`src/rtl/panel_frame_loader.sv`:
```
// Double-buffered RGB frame store: serial host loader on one side, 1-cycle
// latency pixel read port for the panel scan driver on the other.
module panel_frame_loader #(
    parameter int unsigned COLS = 32,
    parameter int unsigned ROWS = 4,
    parameter int unsigned CW   = $clog2(COLS),
    parameter int unsigned RW   = $clog2(ROWS)
) (
    input  logic          clk,
    input  logic          reset,
    input  logic          load_sclk,
    input  logic          load_data,
    input  logic          load_cs_n,
    output logic          load_ready,
    input  logic          frame_sync,
    input  logic          pix_req,
    input  logic [RW-1:0] pix_row,
    input  logic [CW-1:0] pix_col,
    output logic          pix_valid,
    output logic [2:0]    pix_rgb,
    output logic          frame_done
);

    localparam int unsigned NPIX = ROWS * COLS;
    localparam int unsigned AW   = RW + CW;

    typedef enum logic [1:0] {
        IDLE  = 2'd0,
        SHIFT = 2'd1,
        FULL  = 2'd2
    } state_t;

    state_t state, state_nxt;

    logic [2:0] sclk_q;
    logic [1:0] data_q;
    logic [2:0] cs_q;
    logic       sclk_rise, cs_fall, cs_high, bit_in;

    logic [1:0]    bit_cnt;
    logic [1:0]    rg;
    logic [AW-1:0] pix_ptr;
    logic          disp_sel;
    logic          swap_pending;
    logic          swap;

    logic          start, shift_en, wr_en, complete;

    logic [NPIX-1:0][2:0] bank0;
    logic [NPIX-1:0][2:0] bank1;
    logic [AW-1:0]        rd_addr;

    // Host pins are asynchronous to clk; sclk/cs_n carry an extra flop for edge detection.
    always_ff @(posedge clk or negedge reset) begin
        if (!reset) begin
            sclk_q <= 3'b000;
            data_q <= 2'b00;
            cs_q   <= 3'b111;
        end else begin
            sclk_q <= {sclk_q[1:0], load_sclk};
            data_q <= {data_q[0], load_data};
            cs_q   <= {cs_q[1:0], load_cs_n};
        end
    end

    assign sclk_rise = sclk_q[1] & ~sclk_q[2];
    assign cs_fall   = cs_q[2] & ~cs_q[1];
    assign cs_high   = cs_q[1];
    assign bit_in    = data_q[1];

    always_ff @(posedge clk or negedge reset) begin
        if (!reset) state <= IDLE;
        else        state <= state_nxt;
    end

    // Loader next-state and datapath strobes.
    always_comb begin
        state_nxt = state;
        start     = 1'b0;
        shift_en  = 1'b0;
        wr_en     = 1'b0;
        complete  = 1'b0;
        case (state)
            IDLE: begin
                if (cs_fall && load_ready) begin
                    state_nxt = SHIFT;
                    start     = 1'b1;
                end
            end
            SHIFT: begin
                if (cs_high) begin
                    state_nxt = IDLE;
                end else if (sclk_rise) begin
                    if (bit_cnt == 2'd2) begin
                        wr_en = 1'b1;
                        if (pix_ptr == AW'(NPIX - 1)) begin
                            complete  = 1'b1;
                            state_nxt = FULL;
                        end
                    end else begin
                        shift_en = 1'b1;
                    end
                end
            end
            FULL: begin
                if (cs_high && !swap_pending) state_nxt = IDLE;
            end
            default: state_nxt = IDLE;
        endcase
    end

    always_ff @(posedge clk or negedge reset) begin
        if (!reset) begin
            bit_cnt <= 2'd0;
            rg      <= 2'b00;
            pix_ptr <= '0;
        end else if (start) begin
            bit_cnt <= 2'd0;
            pix_ptr <= '0;
        end else if (wr_en) begin
            bit_cnt <= 2'd0;
            pix_ptr <= AW'(pix_ptr + 1'b1);
        end else if (shift_en) begin
            bit_cnt <= 2'(bit_cnt + 2'd1);
            rg      <= {rg[0], bit_in};
        end
    end

    // Completed pixel goes to whichever bank is not on display.
    always_ff @(posedge clk or negedge reset) begin
        if (!reset) begin
            bank0 <= '0;
            bank1 <= '0;
        end else if (wr_en) begin
            if (disp_sel) bank0[pix_ptr] <= {rg, bit_in};
            else          bank1[pix_ptr] <= {rg, bit_in};
        end
    end

    assign swap       = frame_sync & swap_pending;
    assign frame_done = swap;

    always_ff @(posedge clk or negedge reset) begin
        if (!reset) begin
            disp_sel     <= 1'b0;
            swap_pending <= 1'b0;
            load_ready   <= 1'b1;
        end else if (complete) begin
            swap_pending <= 1'b1;
            load_ready   <= 1'b0;
        end else if (swap) begin
            disp_sel     <= ~disp_sel;
            swap_pending <= 1'b0;
            load_ready   <= 1'b1;
        end
    end

    assign rd_addr = {pix_row, pix_col};

    // Read uses the bank selection current at the request cycle.
    always_ff @(posedge clk or negedge reset) begin
        if (!reset) begin
            pix_valid <= 1'b0;
            pix_rgb   <= 3'b000;
        end else begin
            pix_valid <= pix_req;
            if (pix_req) pix_rgb <= disp_sel ? bank1[rd_addr] : bank0[rd_addr];
        end
    end

endmodule

```
`config.mk`:
```
export PLATFORM = sky130hd
export DESIGN_NAME = panel_frame_loader
export DESIGN_NICKNAME = d
export VERILOG_FILES = /design/src/rtl/panel_frame_loader.sv
export SDC_FILE = /design/constraint.sdc
export NUM_CORES = 1
export LEC_CHECK = 0
export ABC_CLOCK_PERIOD_IN_PS = 2900
export BUFFER_PORTS_ARGS = -buffer_cell sky130_fd_sc_hd__buf_2
export CAP_MARGIN = 20
export CORE_MARGIN = 5
export CORE_UTILIZATION = 50
export DETAILED_ROUTE_END_ITERATION = 7
export HOLD_SLACK_MARGIN = 0.1
export PLACE_DENSITY_LB_ADDON = 0.08
export SKIP_CTS_REPAIR_TIMING = 1
export SLEW_MARGIN = 40
export SYNTH_ARGS = -nofsm -noshare
export SYNTH_HDL_FRONTEND = slang
export SYNTH_SLANG_ARGS = --single-unit
```
`constraint.sdc`:
```
create_clock -name clk -period 2.9 [get_ports clk]
set_clock_uncertainty 0.1 [all_clocks]
set_input_delay 0.145 -clock clk [delete_from_list [all_inputs] [get_ports clk]]
set_output_delay 0.145 -clock clk [all_outputs]
set_load 0.02 [all_outputs]
```
==> results.yml <==
floorplan:
  start_util_pct: 50.3
  io_pins: 20
  core.rowCount: 100
  core_area_um2: 74300
  die_area_um2: 80300
  die_h_um: 283
  die_x_um: 283
yosys:
  syn_avg_cell_area_um2: 14.0
  synth_area_leader_cell: "dfrtp_1"
  yosysSeqAreaShare_pct: 53.3
  ys_types: 69
  syn-num-nets: 2682
  synth-edff-count: 0
  ys_warn_count: 0
  synth_area_um2: 37400
  netlist.area_leader.share_pct: 53.0
  async_reset_ff_share_pct: 100
  synth_seq_cells: 796
  netlist_instances: 2666
  synth_ff_type: "dfrtp_1"
  synth_area_leaders: "dfrtp_1 (53%), mux2_2 (19%), mux4_2 (8.5%), mux2_1 (4.4%), mux2i_1 (3.1%)"
power:
  pwr-share-seq_pct: 46.1
  p_int_mw: 18.2
  leakage_nw: 20.8
  p_comb_share_pct: 8.6
  irDropWorstVdd_v: 0.000748
  power.density_nw_per_um2: 572
  p_clk_share_pct: 45.3
  switching_share_pct: 26.0
  p_switching_mw: 6.40
placement:
  io_buffers: 19
  placedInstanceArea_um2: 40000
  place_congestion: 0.938
  dp_hpwl_um: 74600
worst_setup_path:
  cp_slowest_cell: "dfrtp_1"
  critPathMostFrequentCell: "nand2_1"
  required_ns: 3.31
  worstSetupStartpointType: "flip-flop"
  r2r_cells: 9
  worstPathCellList: "inv_1 > ha_1 > nand4_2 > nor2_1 > nand2_1 > nor2_2 > buf_4 > nand2_1 > mux2_1"
  worst-setup-path-type: "reg -> reg"
  end_kind: "flip-flop"
  cp.arrival_ns: 3.06
  max_stage_delay_ns: 0.39
  crit_fanout: 8
worst_hold_path:
  hold_path_class: "in -> reg"
  hold_depth: 3
clocking:
  cts.path.max_buffers: 3
  h-tree-depth: 3
  insertion_delay_ns: 0.65
  numCtsBuffers: 87
  clk_root_buffer_cell: "clkbuf_16"
  cts.sinks: 796
  clk_pin_slew_ns: 0.06
  cts_tree: "yes"
timing:
  worst_pin_slew_ns: 0.752
  setup_tns_ns: 0
  setup_viol: 0
  max_slew_margin_pct: 49.7
  finalCriticalPeriod_ns: 2.65
  grt_setup_unrepaired: "false"
  finalHoldViolCount: 0
  fmax_mhz: 378
  slew_violations: 0
  fin_crit_sh_pct: 91.3
routing:
  routed_via_density: 6.08
  vias: 23700
  drt-total-wl_um: 107000
  drt_iter0_drc: 1555
  ant_nets: 0
  first_pass_iters: 5
  wl_per_cell_um: 27.5
  drc: 0
final_layout:
  fin_area_um2: 43100
  nets: 2877
  areaGrowthSynthToFinish_pct: 15.3
  layout-drive-gt1-share_pct: 41.6
run_status:
  status: "completed"
grt:
  grt_antenna_before_repair: 3
  grt_max_degree: 83
  grt-ovfl-total: 0
  grt_pass1_vias: 25500
  grt_pass1_wl_um: 166000
  grt.total_usage_pct: 26.9
run:
  cap_violations: 0
critical path: cells and delay by family, from the launching register on:
kind          cells  cell delay [ns]
fa+ha+maj         1             0.19
buf+inv           2             0.35
mux               1             0.36
simple gates      5             1.12
flops             1             0.39
flip-flops by register name, summed over array words and instances, names as in the netlist:
register and cells:
sclk_q 3, bank1 384, bit_cnt 2, pix_rgb 3
swap_pending 1, cs_q 3, pix_ptr 7, data_q 2
pix_valid 1, bank0 384, rg 2, load_ready 1
state 2, disp_sel 1
cell usage after synthesis (14+ instances only):
| master | count |
|---|---|
| nand3_1 | 26 |
| mux2i_1 | 116 |
| dfrtp_1 | 792 |
| nor2b_1 | 14 |
| a21oi_1 | 23 |
| buf_4 | 15 |
| nor2_1 | 200 |
| mux2_1 | 145 |
| buf_2 | 20 |
| a22oi_1 | 16 |
| mux4_2 | 141 |
| mux2_2 | 627 |
| nand2_1 | 166 |
| o21ai_0 | 14 |
| clkbuf_1 | 120 |
| o221ai_1 | 16 |
| o22ai_1 | 26 |
cell type report:
| cell class | instances | area (um2) |
|---|---|---|
| antenna | 1 | 2.50 |
| clock buffer | 128 | 2570 |
| clock inverter | 30 | 322 |
| fill | 5982 | 31200 |
| inverter | 9 | 33.8 |
| multi-input combinational | 1676 | 16400 |
| sequential | 796 | 19900 |
| tap | 969 | 1210 |
| timing repair buffer | 291 | 2620 |
power by group through the flow:
stage / clock network, mW / registers (mW) / logic, mW
after floorplan: 0 / 11.4 / 1.12
final: 11.2 / 11.4 / 2.12
after global routing: 11.9 / 11.4 / 2.26
after CTS: 11.4 / 11.4 / 2.09
after global placement: 0 / 11.6 / 2.05
after detailed placement: 0 / 11.6 / 2.08
per-stage QoR:
stage	cells	utilization (%)	hold WS (ns)	power, mW	setup slack, ns
final	3900	58.0	0.130	24.6	0.254
after global routing	3899	58.0	0.117	25.5	0.0820
after CTS	3887	57.8	-0.593	24.9	0.211
after detailed placement	3729	53.9	0.0928	13.7	-0.0171
after global placement	3729	53.9	0.0863	13.6	-0.408
after floorplan	2666	-	-0.251	12.5	0.548
layer usage:
layer / share of wire (%) / vias to the layer above / track usage [%]
met5: 0 / - / 0
met4: 3.3 / 0 / 7.71
met3: 5.8 / 217 / 4.84
met2: 48 / 689 / 43.4
met1: 43 / 12600 / 37.9
li1: - / 10200 / -
kinds of logic (layout without fill, tap and decap cells):
kind of cell | after synthesis | count (layout) | synth area share [%]
compound gates | 168 | 168 | 3.31
xor+xnor | 6 | 6 | 0.141
fa+ha+maj | 2 | 2 | 0.0669
buf+inv | 194 | 458 | 2.88
flops | 796 | 796 | 53.3
mux | 1029 | 1029 | 34.9
other cells | 0 | 1 | 0
simple gates | 471 | 471 | 5.45
final timing paths:
path,start,end,slack [ns]
max,bit_cnt[0],bank0[114],0.25
min,frame_sync,swap_pending,0.13
max reg2reg,bit_cnt[0],bank0[114],0.25
min reg2reg,data_q[0],data_q[1],0.25
max in group asynchronous,reset,bank1[367],2.01
min in group asynchronous,reset,bank0[193],0.17
layout by cell type (no fill, tap or decap), types with 6 or more instances in the layout:
| cell type | netlist | final |
|---|---|---|
| a22oi_1 | 16 | 16 |
| buf_2 | 20 | 15 |
| a221oi_1 | 12 | 12 |
| mux4_2 | 141 | 141 |
| nor3_1 | 10 | 10 |
| clkinvlp_4 | 0 | 6 |
| o21ai_0 | 14 | 14 |
| o211ai_1 | 7 | 7 |
| a21oi_1 | 23 | 23 |
| o22ai_1 | 26 | 26 |
| a211oi_1 | 11 | 11 |
| inv_1 | 7 | 7 |
| nand2b_1 | 11 | 11 |
| mux2_1 | 145 | 145 |
| dlygate4sd3_1 | 0 | 10 |
| clkinv_2 | 0 | 14 |
| dfrtp_1 | 792 | 789 |
| nor2b_1 | 14 | 13 |
| nor2_1 | 200 | 200 |
| nand3_1 | 26 | 26 |
| mux2_2 | 627 | 627 |
| mux2i_1 | 116 | 116 |
| o221ai_1 | 16 | 16 |
| clkbuf_16 | 0 | 88 |
| and2_1 | 8 | 8 |
| nand2_1 | 166 | 166 |
| clkbuf_8 | 0 | 22 |
| buf_12 | 7 | 32 |
| clkbuf_1 | 120 | 18 |
| buf_4 | 15 | 230 |
| a22o_1 | 6 | 6 |
No activity file was read; power rests on OpenSTA's default activity.
